### config.mk
export PLATFORM = sky130hd
export DESIGN_NAME = rv32i_pipeline_hazard_ctrl_flat
export DESIGN_NICKNAME = d
export VERILOG_FILES = /design/src/rtl/rv32i_pipeline_hazard_ctrl.sv /design/src/rtl/rv32i_pipeline_hazard_ctrl_if.sv /design/src/flat_wrapper.sv
export SDC_FILE = /design/constraint.sdc
export NUM_CORES = 1
export LEC_CHECK = 0
export ABC_CLOCK_PERIOD_IN_PS = 2200
export BUFFER_PORTS_ARGS = -buffer_cell sky130_fd_sc_hd__buf_2
export CAP_MARGIN = 10
export CORE_MARGIN = 2
export CORE_UTILIZATION = 45
export CTS_CLUSTER_SIZE = 28
export DETAILED_ROUTE_END_ITERATION = 7
export GPL_TIMING_DRIVEN = 0
export PLACE_DENSITY_LB_ADDON = 0.25
export RECOVER_POWER = 25
export SYNTH_ARGS = -nofsm -noshare
export SYNTH_HDL_FRONTEND = slang
export SYNTH_SLANG_ARGS = --single-unit
### constraint.sdc
create_clock -name clk_i -period 2.2 [get_ports clk_i]
set_clock_uncertainty 0.15 [all_clocks]
set_input_delay 0.22 -clock clk_i [delete_from_list [all_inputs] [get_ports clk_i]]
set_output_delay 0.22 -clock clk_i [all_outputs]
set_load 0.01 [all_outputs]
### src/rtl/rv32i_pipeline_hazard_ctrl.sv
// RV32i sequencing control: EX/MEM/WB writer scoreboard, RAW stall,
// jump/branch flush, PC select and write-back controls (no forwarding).
package RV32i_pkg;
  localparam logic [2:0] SEL_PC_PLUS_4 = 3'd0;
  localparam logic [2:0] SEL_PC_JAL    = 3'd1;
  localparam logic [2:0] SEL_PC_JALR   = 3'd2;
  localparam logic [2:0] SEL_PC_BRANCH = 3'd3;

  localparam logic [1:0] SEL_WB_ALU       = 2'd0;
  localparam logic [1:0] SEL_WB_MEM       = 2'd1;
  localparam logic [1:0] SEL_WB_PC_PLUS_4 = 2'd2;

  typedef struct packed {
    logic       we;
    logic [4:0] rd;
    logic [1:0] wb_sel;
  } wb_slot_t;

  typedef struct packed {
    wb_slot_t   wb;
    logic       is_br;
    logic [2:0] func3;
  } ex_slot_t;
endpackage

module rv32i_pipeline_hazard_ctrl
  import RV32i_pkg::*;
(
  input logic clk_i,
  input logic resetn_i,
  rv32i_pipeline_hazard_ctrl_if.slave ctl
);

  localparam logic [6:0] OP_LUI    = 7'b0110111;
  localparam logic [6:0] OP_AUIPC  = 7'b0010111;
  localparam logic [6:0] OP_JAL    = 7'b1101111;
  localparam logic [6:0] OP_JALR   = 7'b1100111;
  localparam logic [6:0] OP_IMM    = 7'b0010011;
  localparam logic [6:0] OP_REG    = 7'b0110011;
  localparam logic [6:0] OP_LOAD   = 7'b0000011;
  localparam logic [6:0] OP_STORE  = 7'b0100011;
  localparam logic [6:0] OP_BRANCH = 7'b1100011;

  ex_slot_t ex_q;
  wb_slot_t mem_q;
  wb_slot_t wb_q;

  logic [6:0] opcode;
  logic [4:0] rd;
  logic [4:0] rs1;
  logic [4:0] rs2;
  logic [2:0] func3;
  logic       unused_bits;

  assign opcode      = ctl.instruction_i[6:0];
  assign rd          = ctl.instruction_i[11:7];
  assign func3       = ctl.instruction_i[14:12];
  assign rs1         = ctl.instruction_i[19:15];
  assign rs2         = ctl.instruction_i[24:20];
  assign unused_bits = ^ctl.instruction_i[31:25];

  logic op_lui;
  logic op_auipc;
  logic op_jal;
  logic op_jalr;
  logic op_imm;
  logic op_reg;
  logic op_load;
  logic op_store;
  logic op_branch;

  assign op_lui    = (opcode == OP_LUI);
  assign op_auipc  = (opcode == OP_AUIPC);
  assign op_jal    = (opcode == OP_JAL);
  assign op_jalr   = (opcode == OP_JALR);
  assign op_imm    = (opcode == OP_IMM);
  assign op_reg    = (opcode == OP_REG);
  assign op_load   = (opcode == OP_LOAD);
  assign op_store  = (opcode == OP_STORE);
  assign op_branch = (opcode == OP_BRANCH);

  logic       dec_writer;
  logic       dec_use1;
  logic       dec_use2;
  logic [1:0] dec_wb_sel;
  logic       dec_we;

  always_comb begin
    dec_writer = 1'b0;
    dec_use1   = 1'b0;
    dec_use2   = 1'b0;
    dec_wb_sel = SEL_WB_ALU;
    unique case (1'b1)
      op_lui, op_auipc: begin
        dec_writer = 1'b1;
      end
      op_jal: begin
        dec_writer = 1'b1;
        dec_wb_sel = SEL_WB_PC_PLUS_4;
      end
      op_jalr: begin
        dec_writer = 1'b1;
        dec_use1   = 1'b1;
        dec_wb_sel = SEL_WB_PC_PLUS_4;
      end
      op_imm: begin
        dec_writer = 1'b1;
        dec_use1   = 1'b1;
      end
      op_reg: begin
        dec_writer = 1'b1;
        dec_use1   = 1'b1;
        dec_use2   = 1'b1;
      end
      op_load: begin
        dec_writer = 1'b1;
        dec_use1   = 1'b1;
        dec_wb_sel = SEL_WB_MEM;
      end
      op_store, op_branch: begin
        dec_use1 = 1'b1;
        dec_use2 = 1'b1;
      end
      default: begin
        dec_writer = 1'b0;
      end
    endcase
  end

  assign dec_we = dec_writer & (rd != 5'd0);

  // x0 sources are filtered here so a writer field never matches them
  logic chk1;
  logic chk2;
  assign chk1 = dec_use1 & (rs1 != 5'd0);
  assign chk2 = dec_use2 & (rs2 != 5'd0);

  function automatic logic hit(wb_slot_t s, logic [4:0] r);
    return s.we & (s.rd == r);
  endfunction

  logic haz1;
  logic haz2;
  logic haz;

  assign haz1 = chk1 & (hit(ex_q.wb, rs1) | hit(mem_q, rs1) | hit(wb_q, rs1));
  assign haz2 = chk2 & (hit(ex_q.wb, rs2) | hit(mem_q, rs2) | hit(wb_q, rs2));
  assign haz  = haz1 | haz2;

  logic cond;
  logic take;

  always_comb begin
    cond = 1'b0;
    case (ex_q.func3)
      3'b000:  cond = ctl.alu_zero_i;
      3'b001:  cond = ~ctl.alu_zero_i;
      3'b100:  cond = ctl.alu_lt_i;
      3'b101:  cond = ~ctl.alu_lt_i;
      3'b110:  cond = ctl.alu_lt_i;
      3'b111:  cond = ~ctl.alu_lt_i;
      default: cond = 1'b0;
    endcase
  end

  assign take = ex_q.is_br & cond;

  logic       stall;
  logic       jump;
  logic [2:0] pc_sel;

  // Taken branch outranks the stall: the stalled DEC instruction is killed anyway
  always_comb begin
    stall  = 1'b0;
    jump   = 1'b0;
    pc_sel = SEL_PC_PLUS_4;
    if (take) begin
      pc_sel = SEL_PC_BRANCH;
    end else if (haz) begin
      stall = 1'b1;
    end else if (op_jal) begin
      jump   = 1'b1;
      pc_sel = SEL_PC_JAL;
    end else if (op_jalr) begin
      jump   = 1'b1;
      pc_sel = SEL_PC_JALR;
    end
  end

  ex_slot_t ex_d;

  always_comb begin
    ex_d = '0;
    if (!(take | stall)) begin
      ex_d.wb.we     = dec_we;
      ex_d.wb.rd     = rd;
      ex_d.wb.wb_sel = dec_wb_sel;
      ex_d.is_br     = op_branch;
      ex_d.func3     = func3;
    end
  end

  always_ff @(posedge clk_i or negedge resetn_i) begin
    if (!resetn_i) begin
      ex_q  <= '0;
      mem_q <= '0;
      wb_q  <= '0;
    end else if (ctl.imem_valid_i) begin
      ex_q  <= ex_d;
      mem_q <= ex_q.wb;
      wb_q  <= mem_q;
    end
  end

  assign ctl.stall_o        = stall;
  assign ctl.pip_jump_o     = jump;
  assign ctl.branch_taken_o = take;
  assign ctl.pc_next_sel_o  = pc_sel;
  assign ctl.rd_add_o       = wb_q.rd;
  assign ctl.wb_sel_o       = wb_q.wb_sel;
  assign ctl.reg_we_o       = wb_q.we & ctl.imem_valid_i;

endmodule

### src/rtl/rv32i_pipeline_hazard_ctrl_if.sv
// Control bundle between the RV32i datapath and the hazard/sequencing controller.
// master = datapath side, slave = controller side.
interface rv32i_pipeline_hazard_ctrl_if;
  logic [31:0] instruction_i;
  logic        alu_zero_i;
  logic        alu_lt_i;
  logic        imem_valid_i;
  logic        stall_o;
  logic        pip_jump_o;
  logic        branch_taken_o;
  logic [2:0]  pc_next_sel_o;
  logic [4:0]  rd_add_o;
  logic        reg_we_o;
  logic [1:0]  wb_sel_o;

  modport master (
    output instruction_i,
    output alu_zero_i,
    output alu_lt_i,
    output imem_valid_i,
    input  stall_o,
    input  pip_jump_o,
    input  branch_taken_o,
    input  pc_next_sel_o,
    input  rd_add_o,
    input  reg_we_o,
    input  wb_sel_o
  );

  modport slave (
    input  instruction_i,
    input  alu_zero_i,
    input  alu_lt_i,
    input  imem_valid_i,
    output stall_o,
    output pip_jump_o,
    output branch_taken_o,
    output pc_next_sel_o,
    output rd_add_o,
    output reg_we_o,
    output wb_sel_o
  );
endinterface

### src/flat_wrapper.sv
// flat-port wrapper written by rule: the top's interface ports become plain ports
module rv32i_pipeline_hazard_ctrl_flat import RV32i_pkg::*;
  (clk_i, resetn_i, ctl_instruction_i, ctl_alu_zero_i, ctl_alu_lt_i, ctl_imem_valid_i, ctl_stall_o, ctl_pip_jump_o, ctl_branch_taken_o, ctl_pc_next_sel_o, ctl_rd_add_o, ctl_reg_we_o, ctl_wb_sel_o);
  rv32i_pipeline_hazard_ctrl_if ctl_i ();
  input logic clk_i;
  input logic resetn_i;
  input wire logic [$bits(ctl_i.instruction_i)-1:0] ctl_instruction_i;
  input wire logic [$bits(ctl_i.alu_zero_i)-1:0] ctl_alu_zero_i;
  input wire logic [$bits(ctl_i.alu_lt_i)-1:0] ctl_alu_lt_i;
  input wire logic [$bits(ctl_i.imem_valid_i)-1:0] ctl_imem_valid_i;
  output wire logic [$bits(ctl_i.stall_o)-1:0] ctl_stall_o;
  output wire logic [$bits(ctl_i.pip_jump_o)-1:0] ctl_pip_jump_o;
  output wire logic [$bits(ctl_i.branch_taken_o)-1:0] ctl_branch_taken_o;
  output wire logic [$bits(ctl_i.pc_next_sel_o)-1:0] ctl_pc_next_sel_o;
  output wire logic [$bits(ctl_i.rd_add_o)-1:0] ctl_rd_add_o;
  output wire logic [$bits(ctl_i.reg_we_o)-1:0] ctl_reg_we_o;
  output wire logic [$bits(ctl_i.wb_sel_o)-1:0] ctl_wb_sel_o;
  assign ctl_i.instruction_i = ctl_instruction_i;
  assign ctl_i.alu_zero_i = ctl_alu_zero_i;
  assign ctl_i.alu_lt_i = ctl_alu_lt_i;
  assign ctl_i.imem_valid_i = ctl_imem_valid_i;
  assign ctl_stall_o = ctl_i.stall_o;
  assign ctl_pip_jump_o = ctl_i.pip_jump_o;
  assign ctl_branch_taken_o = ctl_i.branch_taken_o;
  assign ctl_pc_next_sel_o = ctl_i.pc_next_sel_o;
  assign ctl_rd_add_o = ctl_i.rd_add_o;
  assign ctl_reg_we_o = ctl_i.reg_we_o;
  assign ctl_wb_sel_o = ctl_i.wb_sel_o;
  rv32i_pipeline_hazard_ctrl u_core (.clk_i(clk_i), .resetn_i(resetn_i), .ctl(ctl_i));
endmodule
==> impl_metrics.yaml, run 1 <==
detailed_routing:
  drtPass1Iterations: 4
  drc: 0
  num_vias: 1474
  routedWlPerCell_um: 14.31
  drt_iter0_drc: 66
  ant_nets: 0
  routed_wl_um: 3978
  vias_per_cell: 5.302
power:
  internal-power_uw: 993.1
  clkPwrFrac: 0.297
  power.switching_uw: 376.3
  p_per_area_nw_per_um2: 612.1
  combinationalPowerShare: 0.252
  leakage_nw: 1.091
  swShare: 0.2748
  seq_power_share: 0.451
  peakVddDrop_uv: 233.7
yosys:
  synth_area_leader_cell: "dfrtp_1"
  yosysUniqueCellTypes: 28
  syn_area_um2: 1757
  netlist_instances: 174
  synth_top_area_frac: 0.3989
  ys_warn_count: 0
  syn_area_per_cell_um2: 10.10
  ys_seq_area_frac: 0.3989
  synthTopCellsByArea: "dfrtp_1, xor2_1, mux2_2, o22ai_2, nand3_1"
  syn_nets: 211
  ys_ff_latch: 28
critical_path:
  arrival_ns: 1.95
  worstReg2RegStart: "u_core.ex_q[9]"
  critPathLaunch: "u_core.ex_q[9]"
  crit_path_max_fanout: 4
  worst_setup_path_start_kind: "register"
  required_ns: 1.83
  end_kind: "output port"
  worstSetupPathType: "register to output port"
layout:
  final_cell_area_um2: 2237
  antenna_cells: 0
  syn2layout_area_growth_pct: 27.35
  nets: 268
  regArea_um2: 703.2
  layout_commonest_cell: "buf_2"
  num-fill-cells: 326
  drive_gt1_frac: 0.4348
  final_util: 0.6020
  multiInputGateArea_um2: 952.2
  final_cell_mix: "buf_2, dfrtp_1, xor2_1, buf_4, mux2_2"
sta:
  fmax_mhz: 431.2
  rsz0062_at_grt: "yes"
  slew_headroom: 0.5361
  period_minus_slack_ns: 2.319
  setup_ws_ns: -0.1193
  finalSetupViolCount: 3
  finalHoldViolations: 0
  post-route-period-util: 1.054
  drv_slew: 0
  worst-slew-pin-transition_ns: 0.6959
floorplan:
  row_count: 22
  pin_count: 51
  die_w_um: 66.48
  start_util: 0.4727
  die_height_um: 66.48
  fp.dieArea_um2: 4420
  fp.coreArea_um2: 3716
placed_design:
  gp_congestion: 0.8770
  io_buffers: 41
  dpl.hpwl_um: 2872
  placed_area_um2: 2022
clock_tree:
  htreeDepth: 1
  numCtsBuffers: 3
  clockBufferDepth: 2
  cts.sinks: 28
  clock-root-buffer: "clkbuf_8"
  cts_tree: "built"
  insertion_delay_ns: 0.27
  clk_pin_slew_ns: 0.10
grt:
  grt_pass1_vias: 1372
  grt_pass1_wl_um: 6499
  grt_max_degree: 29
  grt_overflow: 0
  track_usage: 0.1928
  antenna_found_initial: 0
status:
  violations: "negative setup slack"
  status: "finished with violations"
run:
  cap_violations: 0
min_path:
  hp-start: "ctl_instruction_i[7]"
  hold_class: "input port to register"
-- final timing paths --
kind / endpoint / slack (ns) / depth (start not counted)
setup / recovery: ctl_pip_jump_o / -0.12 / 8
hold / removal: u_core.ex_q[6] / 0.04 / 3
setup reg to reg: u_core.ex_q[1] / 0.12 / 8
hold reg to reg: u_core.mem_q[0] / 0.36 / 1
max in group asynchronous: u_core.ex_q[8] / 1.05 / 2
min in group asynchronous: u_core.ex_q[7] / 0.36 / 2
-- critical path, cell delays in order, from the launching register on --
cell     delay [ns]
dfrtp_1        0.45
xor2_1         0.18
nor4_1         0.30
nand3_1        0.14
nand3_2        0.10
a41o_4         0.23
buf_12         0.11
nor3_4         0.03
buf_2          0.14
-- power groups by stage --
stage | Clock (mW) | Sequential [mW] | Combinational [mW]
5_1_grt | 0.443 | 0.625 | 0.379
6_report | 0.406 | 0.618 | 0.345
3_5_place_dp | 0 | 0.636 | 0.292
2_1_floorplan | 0 | 0.619 | 0.198
3_3_place_gp | 0 | 0.635 | 0.289
4_1_cts | 0.415 | 0.617 | 0.336
-- synthesized netlist by cell type --
cell / count
inv_1: 14
o22ai_2: 9
nand2_1: 6
or4_1: 2
a31oi_1: 1
xor2_1: 24
nand4_1: 4
nor4_1: 6
buf_6: 1
nor2_1: 7
clkbuf_1: 5
o221ai_1: 1
nor3_1: 4
nor3_4: 1
o21a_1: 1
xnor2_1: 8
nand3_1: 16
a21oi_1: 1
a41o_2: 1
buf_4: 8
conb_1: 1
buf_1: 1
mux2_2: 16
and2_1: 2
o21ai_1: 1
o31ai_1: 2
o22ai_1: 3
dfrtp_1: 28
-- cell type report --
cell class,count,share of cell area
tap,48,0.02685
inverter,14,0.02349
sequential,28,0.3143
multi-input combinational,117,0.4256
buffer,15,0.04642
clock inverter,1,0.01342
timing repair buffer,52,0.1314
clock buffer,3,0.01846
-- metrics by stage --
stage	cells	hold WS [ns]	power (mW)	setup WS, ns	TNS, ns
after floorplan	174	-0.2256	0.8174	0.2696	0
after global placement	263	0.1227	0.9234	-0.04926	-0.04926
after detailed placement	263	0.1278	0.9279	-0.05951	-0.05951
after CTS	276	0.03963	1.369	-0.09228	-0.2108
after global routing	278	0.03577	1.447	-0.2206	-0.5787
final	278	0.04300	1.369	-0.1193	-0.2702
-- timing repair --
action,in CTS,in global routing
hold buffers,1,0
endpoints found under the hold margin,28,0
setup buffers,8,2
pin swaps,12,6
resized for setup,7,7
endpoints found under the setup margin,4,3
-- sequential cells by signal (all words and copies together) (netlist names) --
signal and count:
u_core.ctl.rd_add_o 5, u_core.mem_q 8, u_core.wb_q 1, u_core.ctl.wb_sel_o 2, u_core.ex_q 12
-- layer usage --
metal	part of all wire	wire, um	global-route usage
met4	0.0058	23	0.04592
met2	0.50	1971	0.3213
met3	0.053	210	0.02534
met1	0.45	1772	0.2655
met5	0	0	0
-- cells by family after synthesis --
kind of cell / synth area share
flops: 0.3989
compound gates: 0.1083
mux: 0.1026
simple gates: 0.1453
xor+xnor: 0.1595
buf+inv: 0.08333
other cells: 0.002135
Power figures use the tool's default switching activity.
==> inputs of run 2 (changes only) <==
--- a/config.mk
+++ b/config.mk
@@ -5,11 +5,13 @@
 export SDC_FILE = /design/constraint.sdc
 export NUM_CORES = 1
 export LEC_CHECK = 0
-export ABC_CLOCK_PERIOD_IN_PS = 2200
+export ABC_CLOCK_PERIOD_IN_PS = 2570
 export BUFFER_PORTS_ARGS = -buffer_cell sky130_fd_sc_hd__buf_2
 export CAP_MARGIN = 10
+export CELL_PAD_IN_SITES_DETAIL_PLACEMENT = 1
+export CELL_PAD_IN_SITES_GLOBAL_PLACEMENT = 1
 export CORE_MARGIN = 2
-export CORE_UTILIZATION = 45
+export CORE_UTILIZATION = 39
 export CTS_CLUSTER_SIZE = 28
 export DETAILED_ROUTE_END_ITERATION = 7
 export GPL_TIMING_DRIVEN = 0
==> constraint.sdc (replaced) <==
create_clock -name clk_i -period 2.57 [get_ports clk_i]
set_clock_uncertainty 0.15 [all_clocks]
set_input_delay 0.257 -clock clk_i [delete_from_list [all_inputs] [get_ports clk_i]]
set_output_delay 0.257 -clock clk_i [all_outputs]
set_load 0.01 [all_outputs]
==> run 2 against run 1 <==
  * The flow finishes with violations (max-capacitance violations, max-slew violations)
  * First-iteration DRC count decreased by 32%
  * Clock power decreased by 15%
  * Die area increased by 14%
  * Combinational power decreased by 23%
  * Design area decreased by 4.8%
  * Cell count decreased by 2.2%
  * Sequential share of layout area increased by 1.5 points
  * Worst hold slack improved by 0.044 ns
  * Clock-buffer cell count unchanged
  * Critical path type unchanged
  * Largest power group unchanged
==> impl_metrics.yaml, run 2 (synthesized netlist as in run 1, its figures left out) <==
status:
  status: "finished with violations"
  violations: "max-capacitance violations, max-slew violations"
placed_design:
  io_buffers: 41
  gp_congestion: 0.8618
  dpl.hpwl_um: 3400
  placed_area_um2: 2027
floorplan:
  die_w_um: 71.12
  row_count: 24
  fp.coreArea_um2: 4354
  pin_count: 51
  die_height_um: 71.12
  fp.dieArea_um2: 5057
  start_util: 0.4034
layout:
  drive_gt1_frac: 0.3864
  final_cell_area_um2: 2131
  layout_commonest_cell: "buf_2"
  final_util: 0.4894
  largest_reg_flops: 12
  nets: 258
  final_cell_mix: "buf_2, dfrtp_1, xor2_1, nand3_1, mux2_2"
  syn2layout_area_growth_pct: 21.30
  max_flop_register: "u_core.ex_q"
  antenna_cells: 0
grt:
  track_usage: 0.1830
  grt_pass1_vias: 1532
  grt_pass1_wl_um: 7258
  grt_max_degree: 29
  antenna_found_initial: 0
  grt_overflow: 0
sta:
  finalHoldViolations: 0
  fmax_mhz: 403.1
  setup_tns_ns: 0
  drv_slew: 29
  finalSetupViolCount: 0
  worst-slew-pin-transition_ns: 1.577
  period_minus_slack_ns: 2.481
  slew_headroom: -0.05138
  post-route-period-util: 0.9654
  rsz0062_at_grt: "yes"
power:
  p_per_area_nw_per_um2: 538.8
  leakage_nw: 1.025
  peakVddDrop_uv: 316.5
clock_tree:
  htreeDepth: 1
  cts.sinks: 28
  clock-root-buffer: "clkbuf_8"
  clk_pin_slew_ns: 0.10
  cts_tree: "built"
  post_cts_buffers: 0
  insertion_delay_ns: 0.27
  numCtsBuffers: 3
  clockBufferDepth: 2
critical_path:
  reg2regPathDepth: 7
  worstSetupPathType: "register to output port"
  required_ns: 2.16
  rr_endpoint: "u_core.ex_q[8]"
  r2r_slack_ns: 0.57
  end_kind: "output port"
  arrival_ns: 2.07
  crit_path_max_fanout: 10
  worst_setup_path_start_kind: "register"
  worstReg2RegStart: "u_core.ex_q[9]"
detailed_routing:
  drc: 0
  routed_wl_um: 4372
  drt_iter0_drc: 45
  num_vias: 1440
  drtPass1Iterations: 4
  routedWlPerCell_um: 16.07
  ant_nets: 0
  vias_per_cell: 5.294
min_path:
  hold_end: "u_core.ex_q[0]"
  hold_depth: 3
  hp-start: "ctl_instruction_i[12]"
  hold_class: "input port to register"
run:
  cap_violations: 1
==> run 2: through the flow <==
stage               hold slack, ns  std cells  setup WS (ns)  total power, mW
floorplan                  -0.1886        174         0.5656           0.6997
global placement            0.1678        267         0.2603           0.7933
detailed placement          0.1673        267         0.2605           0.8035
CTS                        0.08450        272        0.01787            1.152
global route               0.09004        272       -0.06425            1.213
finish                     0.08668        272        0.08893            1.148
==> run 2: final cells by class <==
| cell class | count | area [um^2] |
|---|---|---|
| tap | 52 | 65.06 |
| inverter | 14 | 52.55 |
| multi-input combinational | 117 | 932.1 |
| buffer | 15 | 93.84 |
| sequential | 28 | 701.9 |
| timing repair buffer | 42 | 214.0 |
| clock inverter | 1 | 30.03 |
| fill | 521 | 2223 |
| clock buffer | 3 | 41.29 |
==> run 2: worst max-delay path, cell delays in order (launching register included) <==
cell and delay, ns:
dfrtp_1 0.45, xor2_1 0.18, nor4_1 0.32, nand3_1 0.11
nand3_1 0.09, a41o_2 0.28, buf_6 0.19, nor3_4 0.04
buf_2 0.14
==> run 2: repair_timing <==
item                                    CTS  global route
hold buffers                              1             0
endpoints found under the setup margin    0             4
gates resized for setup                   0             5
endpoints found under the hold margin    28             0
==> run 2: worst max-delay path by stage <==
stage	startpoint	endpoint	slack, ns
after floorplan	ctl_instruction_i[15]	ctl_pc_next_sel_o[1]	0.57
after global placement	ctl_instruction_i[15]	ctl_pip_jump_o	0.26
after global routing	u_core.mem_q[6]	ctl_pip_jump_o	-0.06
after detailed placement	ctl_instruction_i[15]	ctl_pip_jump_o	0.26
after CTS	u_core.ctl.rd_add_o[2]	ctl_pip_jump_o	0.02
final	u_core.ex_q[9]	ctl_pip_jump_o	0.09
==> run 2: layer usage <==
| metal | vias up | routed length (um) | GRT usage |
|---|---|---|---|
| met5 | - | 0 | 0 |
| met4 | 0 | 42 | 0.04612 |
| met3 | 4 | 198 | 0.02707 |
| met2 | 39 | 2235 | 0.3198 |
| met1 | 710 | 1896 | 0.2381 |
| li1 | 687 | - | - |
==> run 2: power breakdown <==
part	internal, mW	switching, mW	total [mW]
sequential	0.482	0.0565	0.539
clock	0.208	0.137	0.345
combinational	0.137	0.128	0.264
==> inputs of run 3 (changes only) <==
--- a/config.mk
+++ b/config.mk
@@ -5,12 +5,11 @@
 export SDC_FILE = /design/constraint.sdc
 export NUM_CORES = 1
 export LEC_CHECK = 0
-export ABC_CLOCK_PERIOD_IN_PS = 2570
+export ABC_CLOCK_PERIOD_IN_PS = 2560
 export BUFFER_PORTS_ARGS = -buffer_cell sky130_fd_sc_hd__buf_2
 export CAP_MARGIN = 10
 export CELL_PAD_IN_SITES_DETAIL_PLACEMENT = 1
 export CELL_PAD_IN_SITES_GLOBAL_PLACEMENT = 1
-export CORE_MARGIN = 2
 export CORE_UTILIZATION = 39
 export CTS_CLUSTER_SIZE = 28
 export DETAILED_ROUTE_END_ITERATION = 7
==> constraint.sdc (replaced) <==
create_clock -name clk_i -period 2.56 [get_ports clk_i]
set_clock_uncertainty 0.15 [all_clocks]
set_input_delay 0.256 -clock clk_i [delete_from_list [all_inputs] [get_ports clk_i]]
set_output_delay 0.256 -clock clk_i [all_outputs]
set_load 0.01 [all_outputs]
==> run 3 against run 2 <==
  * The flow still finishes with violations (max-capacitance violations, max-slew violations)
  * First-iteration DRC count is 53% lower
  * Clock power is 2% higher
  * Cell count rose by 0.37%
  * Die area decreased by 5.5%
  * Clock-buffer cell count did not move
  * Worst hold slack lost 0.0081 ns
  * Sequential share of layout area shrank 0.17 points
  * Combinational power hardly changed
  * Design area is 0.88% higher
  * Global-route usage grew 1.1 points
  * Worst setup slack improved by 0.019 ns
  * Via count fell by 0.90%
  * Critical endpoint unchanged
==> impl_metrics.yaml, run 3 (synthesized netlist as in run 1, its figures left out) <==
sta:
  worst-slew-pin-transition_ns: 1.567
  post-route-period-util: 0.9579
  fmax_mhz: 407.8
  finalHoldViolations: 0
  finalSetupViolCount: 0
  drv_slew: 29
  slew_headroom: -0.04500
  rsz0062_at_grt: "no"
  setup_tns_ns: 0
  period_minus_slack_ns: 2.452
grt:
  grt_max_degree: 29
  grt_pass1_vias: 1525
  grt_pass1_wl_um: 7341
  grt_overflow: 0
  antenna_found_initial: 0
  track_usage: 0.1943
clock_tree:
  clock-root-buffer: "clkbuf_8"
  insertion_delay_ns: 0.28
  numCtsBuffers: 3
  cts.sinks: 28
  htreeDepth: 1
  clk_pin_slew_ns: 0.10
  cts_tree: "built"
  clockBufferDepth: 2
floorplan:
  start_util: 0.4034
  fp.coreArea_um2: 4354
  fp.dieArea_um2: 4777
  die_w_um: 69.12
  pin_count: 51
  die_height_um: 69.12
  row_count: 24
power:
  peakVddDrop_uv: 322.4
  p_per_area_nw_per_um2: 538.1
  p_total_mw: 1.157
  leakage_nw: 1.030
detailed_routing:
  routed_wl_um: 4324
  drtPass1Iterations: 4
  vias_per_cell: 5.227
  num_vias: 1427
  ant_nets: 0
  drt_iter0_drc: 21
  routedWlPerCell_um: 15.84
  drc: 0
placed_design:
  io_buffers: 41
  dpl.hpwl_um: 3320
  gp_congestion: 0.8806
layout:
  syn2layout_area_growth_pct: 22.36
  drive_gt1_frac: 0.3982
  nets: 259
  max_flop_register: "u_core.ex_q"
  antenna_cells: 0
  final_cell_mix: "buf_2, dfrtp_1, xor2_1, nand3_1, mux2_2"
  layout_commonest_cell: "buf_2"
  largest_reg_flops: 12
critical_path:
  worstReg2RegStart: "u_core.ex_q[8]"
  reg2regPathDepth: 7
  worst_setup_path_start_kind: "register"
  required_ns: 2.15
  worstSetupPathType: "register to output port"
  rr_endpoint: "u_core.ex_q[3]"
  critPathLaunch: "u_core.ex_q[8]"
  r2r_slack_ns: 0.61
  arrival_ns: 2.05
  cp-endpoint: "ctl_pip_jump_o"
  crit_path_max_fanout: 10
  end_kind: "output port"
min_path:
  hold_class: "input port to register"
status:
  violations: "max-capacitance violations, max-slew violations"
  status: "finished with violations"
run:
  cap_violations: 1
run 3: final cells by class:
cell class	instances	area (um^2)
plain buffers	15	102.6
inverters	14	52.55
multi-input cells	117	932.1
fillers	504	2205
clock buffers	3	41.29
flip-flops and latches	28	704.4
well taps	52	65.06
repair buffers	43	221.5
clock inverters	1	30.03
run 3: where the power goes:
part,switching [mW],internal [mW]
Clock,0.143,0.210
Combinational,0.126,0.137
Sequential,0.0562,0.485
Total,0.325,0.832
run 3: critical path: stages (launching register included):
cell     delay [ns]
dfrtp_1        0.46
xor2_1         0.18
nor4_1         0.31
nand3_1        0.12
nand3_1        0.09
a41o_2         0.28
buf_12         0.16
nor3_4         0.03
buf_2          0.13
run 3: worst min-delay path by stage:
stage                                     start                      to  cells after the start
after detailed placement               resetn_i  u_core.ctl.rd_add_o[0]                      1
after global placement                 resetn_i  u_core.ctl.rd_add_o[1]                      1
after CTS                 ctl_instruction_i[14]          u_core.ex_q[2]                      3
after floorplan                        resetn_i  u_core.ctl.rd_add_o[0]                      0
final                     ctl_instruction_i[12]          u_core.ex_q[0]                      3
after global routing      ctl_instruction_i[14]          u_core.ex_q[2]                      3
run 3: per-layer routing:
layer  vias to the layer above  global-route usage  wire length (um)
met4                         0             0.07937                68
met1                       697              0.2441              1932
met2                        35              0.3366              2171
met5                         -                   0                 0
met3                         5             0.02339               151
li1                        690                   -                 -
run 3: timing repair:
action | CTS | global route
pin swaps | 0 | 3
endpoints found under the setup margin | 1 | 3
hold buffers | 1 | 0
endpoints found under the hold margin | 28 | 0
resized for setup | 1 | 8
setup buffers | 0 | 1
run 3: per-stage QoR:
| step | hold WS (ns) | std cells | cell area [um^2] | util | setup WS, ns |
|---|---|---|---|---|---|
| floorplan | -0.1896 | 174 | 1757 | - | 0.5576 |
| global placement | 0.1654 | 267 | 2027 | 0.4655 | 0.2531 |
| detailed placement | 0.1704 | 267 | 2027 | 0.4655 | 0.2692 |
| CTS | 0.07153 | 272 | 2115 | 0.4856 | 0.01201 |
| global route | 0.07631 | 273 | 2150 | 0.4937 | 0.005118 |
| finish | 0.07857 | 273 | 2150 | 0.4937 | 0.1079 |
